$ cat src/rtl/lsu_align.sv
// lsu_align: RV32 load/store aligner that turns byte-addressed requests into word accesses with lane masks,
// splitting word-crossing accesses in two and sign/zero-extending load results.
module lsu_align #(
   parameter bit ALLOW_MISALIGNED = 1'b1
) (
   input  logic        I_clk,
   input  logic        I_rst,
   input  logic        I_req,
   input  logic        I_we,
   input  logic [2:0]  I_funct3,
   input  logic [31:0] I_addr,
   input  logic [31:0] I_wdata,
   output logic        O_ready,
   output logic        O_done,
   output logic        O_err,
   output logic [31:0] O_rdata,
   output logic [31:0] O_maddr,
   output logic [31:0] O_mdata,
   output logic [3:0]  O_mmask,
   output logic        O_mwe,
   input  logic [31:0] I_mdata
);
   typedef enum logic [1:0] {IDLE, ACC1, ACC2, WAIT} state_t;
   state_t      r_state, w_state;
   logic        r_we, r_split;
   logic [2:0]  r_f3;
   logic [1:0]  r_off;
   logic [3:0]  r_mask_hi;
   logic [31:0] r_data_hi, r_w0;
   logic [3:0]  w_smask;
   logic [7:0]  w_m8;
   logic [63:0] w_wd;
   logic        w_split, w_rej, w_done, w_err, w_mwe;
   logic [31:0] w_lo, w_sh, w_ext, w_rdata, w_maddr, w_mdata;
   logic [3:0]  w_mmask;
   assign w_smask = I_funct3[1:0] == 2'b00 ? 4'b0001 : I_funct3[1:0] == 2'b01 ? 4'b0011 : 4'b1111;
   assign w_m8    = {4'b0000, w_smask} << I_addr[1:0];
   assign w_wd    = {32'b0, I_wdata} << {I_addr[1:0], 3'b000};
   assign w_split = |w_m8[7:4];
   assign w_rej   = (I_funct3[1:0] == 2'b11) | (I_funct3[2] & (I_we | I_funct3[1])) | (w_split & !ALLOW_MISALIGNED);
   // For an aligned load both halves come from the single word now on I_mdata; upper bytes get masked off.
   assign w_lo    = r_split ? r_w0 : I_mdata;
   assign w_sh    = 32'({I_mdata, w_lo} >> {r_off, 3'b000});
   assign w_ext   = r_f3[1:0] == 2'b00 ? {{24{~r_f3[2] & w_sh[7]}}, w_sh[7:0]} :
                    r_f3[1:0] == 2'b01 ? {{16{~r_f3[2] & w_sh[15]}}, w_sh[15:0]} : w_sh;
   always_comb begin
      w_state = r_state;
      w_done  = 1'b0;
      w_err   = 1'b0;
      w_rdata = 32'h0;
      w_maddr = O_maddr;
      w_mdata = O_mdata;
      w_mmask = 4'h0;
      w_mwe   = 1'b0;
      case (r_state)
         IDLE: if (I_req) begin
            if (w_rej) begin
               w_done = 1'b1;
               w_err  = 1'b1;
            end else begin
               w_state = ACC1;
               w_maddr = {I_addr[31:2], 2'b00};
               w_mdata = w_wd[31:0];
               w_mmask = w_m8[3:0];
               w_mwe   = I_we;
            end
         end
         ACC1: if (r_split) begin
            w_state = ACC2;
            w_maddr = O_maddr + 32'd4;
            w_mdata = r_data_hi;
            w_mmask = r_mask_hi;
            w_mwe   = r_we;
         end else begin
            w_state = r_we ? IDLE : WAIT;
            w_done  = r_we;
         end
         ACC2: begin
            w_state = r_we ? IDLE : WAIT;
            w_done  = r_we;
         end
         default: begin
            w_state = IDLE;
            w_done  = 1'b1;
            w_rdata = w_ext;
         end
      endcase
   end
   always_ff @(posedge I_clk) begin
      if (I_rst) begin
         r_state <= IDLE;
         O_ready <= 1'b1;
         O_done  <= 1'b0;
         O_err   <= 1'b0;
         O_rdata <= 32'h0;
         O_maddr <= 32'h0;
         O_mdata <= 32'h0;
         O_mmask <= 4'h0;
         O_mwe   <= 1'b0;
      end else begin
         r_state <= w_state;
         O_ready <= w_state == IDLE;
         O_done  <= w_done;
         O_err   <= w_err;
         O_rdata <= w_rdata;
         O_maddr <= w_maddr;
         O_mdata <= w_mdata;
         O_mmask <= w_mmask;
         O_mwe   <= w_mwe;
      end
   end
   always_ff @(posedge I_clk) begin
      if (r_state == IDLE && I_req) begin
         r_we      <= I_we;
         r_f3      <= I_funct3;
         r_off     <= I_addr[1:0];
         r_split   <= w_split;
         r_mask_hi <= w_m8[7:4];
         r_data_hi <= w_wd[63:32];
      end
      if (r_state == ACC2) r_w0 <= I_mdata;
   end
endmodule
$ cat config.mk
export PLATFORM = sky130hd
export DESIGN_NAME = lsu_align
export DESIGN_NICKNAME = d
export VERILOG_FILES = /design/src/rtl/lsu_align.sv
export SDC_FILE = /design/constraint.sdc
export NUM_CORES = 1
export LEC_CHECK = 0
export ABC_CLOCK_PERIOD_IN_PS = 2400
export BUFFER_PORTS_ARGS = -buffer_cell sky130_fd_sc_hd__buf_2
export CAP_MARGIN = 20
export CORE_ASPECT_RATIO = 0.7
export CORE_UTILIZATION = 50
export CTS_BUF_LIST = sky130_fd_sc_hd__clkbuf_8
export DETAILED_ROUTE_END_ITERATION = 6
export HOLD_SLACK_MARGIN = 0.05
export PLACE_DENSITY = 0.78
export SLEW_MARGIN = 20
export SYNTH_ARGS = -nofsm -noshare
export SYNTH_HDL_FRONTEND = slang
export SYNTH_SLANG_ARGS = --single-unit
$ cat constraint.sdc
create_clock -name I_clk -period 2.4 [get_ports I_clk]
set_clock_uncertainty 0.15 [all_clocks]
set_input_delay 0.48 -clock I_clk [delete_from_list [all_inputs] [get_ports I_clk]]
set_output_delay 0.48 -clock I_clk [all_outputs]
set_load 0.03 [all_outputs]
; Yosys cells after proc, flatten, opt, wreduce, memory -nomap -nowiden
; Cells that the tools add are included.
[classes]
n_addsub = 1
eq_ne = 8
n_shift = 3
muxes = 30
n_bitwise = 7
n_reduce_logical = 10
[ops]
columns = op, count
row1 = 32-bit 2-to-1 mux, 9
row2 = 32-bit case mux with 2 select lines, 2
row3 = 32-bit by 5-bit left shift with 64-bit output, 1
row4 = 64-bit by 5-bit right shift with 32-bit output, 1
row5 = 32-bit by 3-bit adder with 32-bit output (second input constant), 1
row6 = 4-bit 2-to-1 mux, 5
row7 = 2-bit logical NOT, 4
row8 = 2-bit 2-to-1 mux, 4
row9 = 4-bit case mux with 2 select lines, 1
row10 = 4-bit OR reduction, 2
row11 = 4-bit by 2-bit left shift with 8-bit output, 1
row12 = 2-bit by 1-bit equality test with 1-bit output (second input constant), 3
row13 = 1-bit 2-to-1 mux, 6
row14 = 2-bit inequality test (second input constant), 3
row15 = 2-bit case mux with 3 select lines, 1
row16 = 2-bit equality test (second input constant), 2
row17 = 4-bit AND reduction, 1
row18 = 1-bit bitwise AND, 3
row19 = 1-bit case mux with 3 select lines, 1
row20 = 1-bit NOT, 2
row21 = 1-bit OR, 2
row22 = 1-bit case mux with 2 select lines, 1
row23 = 2-bit nonzero test, 1
row24 = 2-bit OR reduction, 1
row25 = 1-bit logical AND, 1
[totals]
register_bits = 181
in_bits = 103
out_inout_bits = 104
word_cells = 75

; Longest topological paths before layout
[logic_depth]
depth_word = 7
depth_mapped = 10
mapped_depth_nobuf = 7

; Worst setup path after synthesis
; Ideal clock, no wire load.
[synth_path]
kind = reg2reg
start = reg r_state[0]
end = reg O_mmask[1]
setup_time_ns = 0.075
arrival_ns = 2.255
path_slack_ns = -0.080
stages_incl_launch_ff = 7
path_buffers = 0
period_less_slack_ns = 2.480
path_cell_list = dfxtp_1 > inv_1 > ha_1 > and2_1 > nand3_1 > or3_1 > o22ai_1
[synth_via]
elab_chain_len = 2
word_cells_on_any_way = 3
[synth_rtl]
columns = item, line
row1 = start: declaration, 24  ; state_t r_state, w_state;
row2 = start signal: assignment, 101  ; r_state <= w_state;
row3 = 2-bit by 1-bit equality test with 1-bit output or 2-bit logical NOT (tied branches), 55  ; case (r_state)
row4 = 4-bit case mux with 2 select lines (*), 55
row5 = end signal: assignment, 108  ; O_mmask <= w_mmask;
row6 = end: declaration, 19  ; output logic [3:0] O_mmask,
; Mark *: on every way between the ends. The rest lies on a longest branch, timed or not.
; A chain may end at the register's enable or synchronous reset.

; Worst setup path after layout
[layout_path]
start = reg O_maddr[2]
end = reg O_maddr[22]
[layout_via]
elab_chain_len = 3
[layout_rtl]
columns = item, line
row1 = start: declaration, 17  ; output logic [31:0] O_maddr,
row2 = start signal: assignment, 106  ; O_maddr <= w_maddr;
row3 = 32-bit by 3-bit adder with 32-bit output, 70  ; w_maddr = O_maddr + 32'd4;
row4 = 32-bit 2-to-1 mux, 68  ; ACC1: if (r_split) begin
row5 = 32-bit case mux with 2 select lines, 55
; Every way passes these cells. The select of a mux whose other input is x is not followed.

==> out/metrics.yaml <==
status: "finished clean"
clkLatencyLatePin_ps: 480
p_leak_nw: 4.40
postCtsSetupRepairBufs: 0
first_global_vias: 7131
synth.top_cell.area_share_pct: 24.3
tritoncts: "yes"
core_area_um2: 16500
num_vias: 7671
hold_start: "I_mdata[23]"
dr.pass1.iters: 6
drive_above_1_share_pct: 30.7
drt_iter0_drc: 786
fillers: 1388
hpwl_um: 16100
portBuffers: 204
period_needed_ps: 2260
io_pins: 207
clk_pin_slew_worst_paths_ps: 100
maxSlewHeadroom_pct: 45.2
worstPathArrival_ps: 2490
antenna_found_initial: 2
die_w_um: 158
wl_um: 23300
syn_inst: 863
ys_types: 71
crit_family: "simple AND/OR/NAND/NOR gates"
layout_commonest_cell: "buf_2"
cts_root_buf: "clkbuf_8"
die_area_um2: 17700
worstHoldPathType: "input pin to flip-flop"
final_cell_mix: "204 x buf_2, 101 x dfxtp_1, 80 x nand2_1, 72 x mux2i_1, 67 x nor2_1"
fp-row-count: 39
ir_drop_mv: 0.492
cp-start-kind: "flip-flop"
nets: 1184
finalSetupViolCount: 0
tns_ps: 0
grt_overflow: 0
synth.avg_cell_area_um2: 9.92
rsz0062_at_grt: "no"
clockBufferDepth: 2
syn-cell-area_um2: 8560
globalRouteTotalUtil_pct: 26.8
max-cap-violations: 0
synthToLayoutAreaGrowth_pct: 22.4
worstSetupStartpoint: "O_maddr[2]"
post_drt_wl_per_cell_um: 17.7
synthArstFlopShare_pct: 0
ant_nets: 0
cp-end-kind: "flip-flop"
power_density_nw_per_um2: 959
drc: 0
htree_levels: 4
cts.sinks: 170
path_class: "flip-flop to flip-flop"
slowest_delay_ps: 510
instances_no_fill: 1316
numCtsBuffers: 17
synth-edff-count: 66
hold_slack_ps: 76.2
worstPathCellList: "ha_2 > and4_2 > nand4_1 > or4_1 > o31a_1 > o32ai_1"
worst_path_max_delay_cell: "or4_1"
drv_slew: 0
ys_seq_elements: 170
viasPerCell: 5.83
die_h_um: 111
tightest_slew_ps: 822
yosys-top-cells-area: "dfxtp_1 24%, edfxtp_1 23%, mux2i_1 8.4%, nand2_1 3.5%, o21ai_0 3.5%"
finalHoldViolations: 0
start_util_pct: 51.8
dpl.cell_count: 1265
dominantRegCellSynth: "dfxtp_1"
r2r_start: "O_maddr[2]"
grt_pass1_wl_um: 36900
cp.required_ps: 2630
grt_max_degree: 76
crit_buf_inv: 0
place_congestion: 0.884
seq_area_frac_synth_pct: 47.5
yosysTopAreaCell: "dfxtp_1"
min_period_over_period_pct: 94.1
fmax_mhz: 443
cp_max_fo: 6
ys_warn_count: 0
## path summary, 6_finish.rpt
path                                    end  slack, ps  depth (start not counted)
worst max-delay path            O_maddr[22]        140                          6
worst min-delay path               r_w0[23]         80                          1
worst max register to register  O_maddr[22]        140                          6
worst min register to register  O_mdata[31]        310                          2
## repair_timing
action,CTS,global route
resized for setup,0,10
endpoints found under the setup margin,0,28
endpoints found under the hold margin,17,0
hold buffers,17,0
## flip-flops by register name, indices dropped and copies added, names as in the netlist, 3 cells and up
register and count:
r_w0 32, O_mdata 32, O_mmask 4, r_data_hi 24
r_f3 3, O_rdata 32, O_maddr 30, r_mask_hi 3
## power by group
group | switching, W | leakage, nW | internal [W]
Sequential | 0.000424 | 1.48 | 0.00364
Clock | 0.00125 | 0.201 | 0.000794
Combinational | 0.00258 | 2.72 | 0.00136
Total | 0.00425 | 4.40 | 0.00579
## cells in the mapped netlist (14+ instances only)
master / n
dfxtp_1: 104
and3_1: 21
o21ai_0: 60
clkbuf_1: 44
nor3_1: 30
inv_1: 14
nor2_1: 68
a211oi_1: 21
nand2_1: 80
mux2i_1: 72
nand3_1: 16
a21oi_1: 41
edfxtp_1: 66
nand4_1: 15
mux2_2: 21
## metal layers
| metal | GRT usage, % | routed length, um |
|---|---|---|
| met1 | 38.5 | 10800 |
| met4 | 8.91 | 389 |
| met2 | 40.1 | 10300 |
| met5 | 0 | 10 |
| met3 | 5.25 | 1800 |
## cell families after synthesis
family | after synthesis | share of synthesized area, %
muxes | 102 | 13.5
other | 1 | 0.0438
DFF | 170 | 47.5
AOI/OAI and AO/OA | 220 | 17.3
and+or+nand+nor | 277 | 15.8
adders and majority gates | 5 | 0.731
buffers and inverters | 88 | 5.10
## per-stage QoR
step | cell area (um^2) | util (%) | total power, W | worst slack [ps]
floorplan | 8570 | - | 0.00678 | 22.4
global route | 10500 | 63.3 | 0.0106 | 1.25
finish | 10500 | 63.3 | 0.0100 | 142
global placement | 9870 | 59.7 | 0.00790 | 89.4
CTS | 10400 | 63.1 | 0.0100 | 48.4
detailed placement | 9870 | 59.7 | 0.00798 | 54.6
## final cells by class
type	instances	area, um^2	area share [%]
clock inverter	15	168	1.60
inverter	16	62.6	0.597
timing repair buffer	265	1570	15.0
clock buffer	17	234	2.23
sequential	170	4070	38.8
tap	225	282	2.69
multi-input combinational	606	4090	39.1
antenna	2	5.00	0.0478
(Power assumes the default switching activity.)
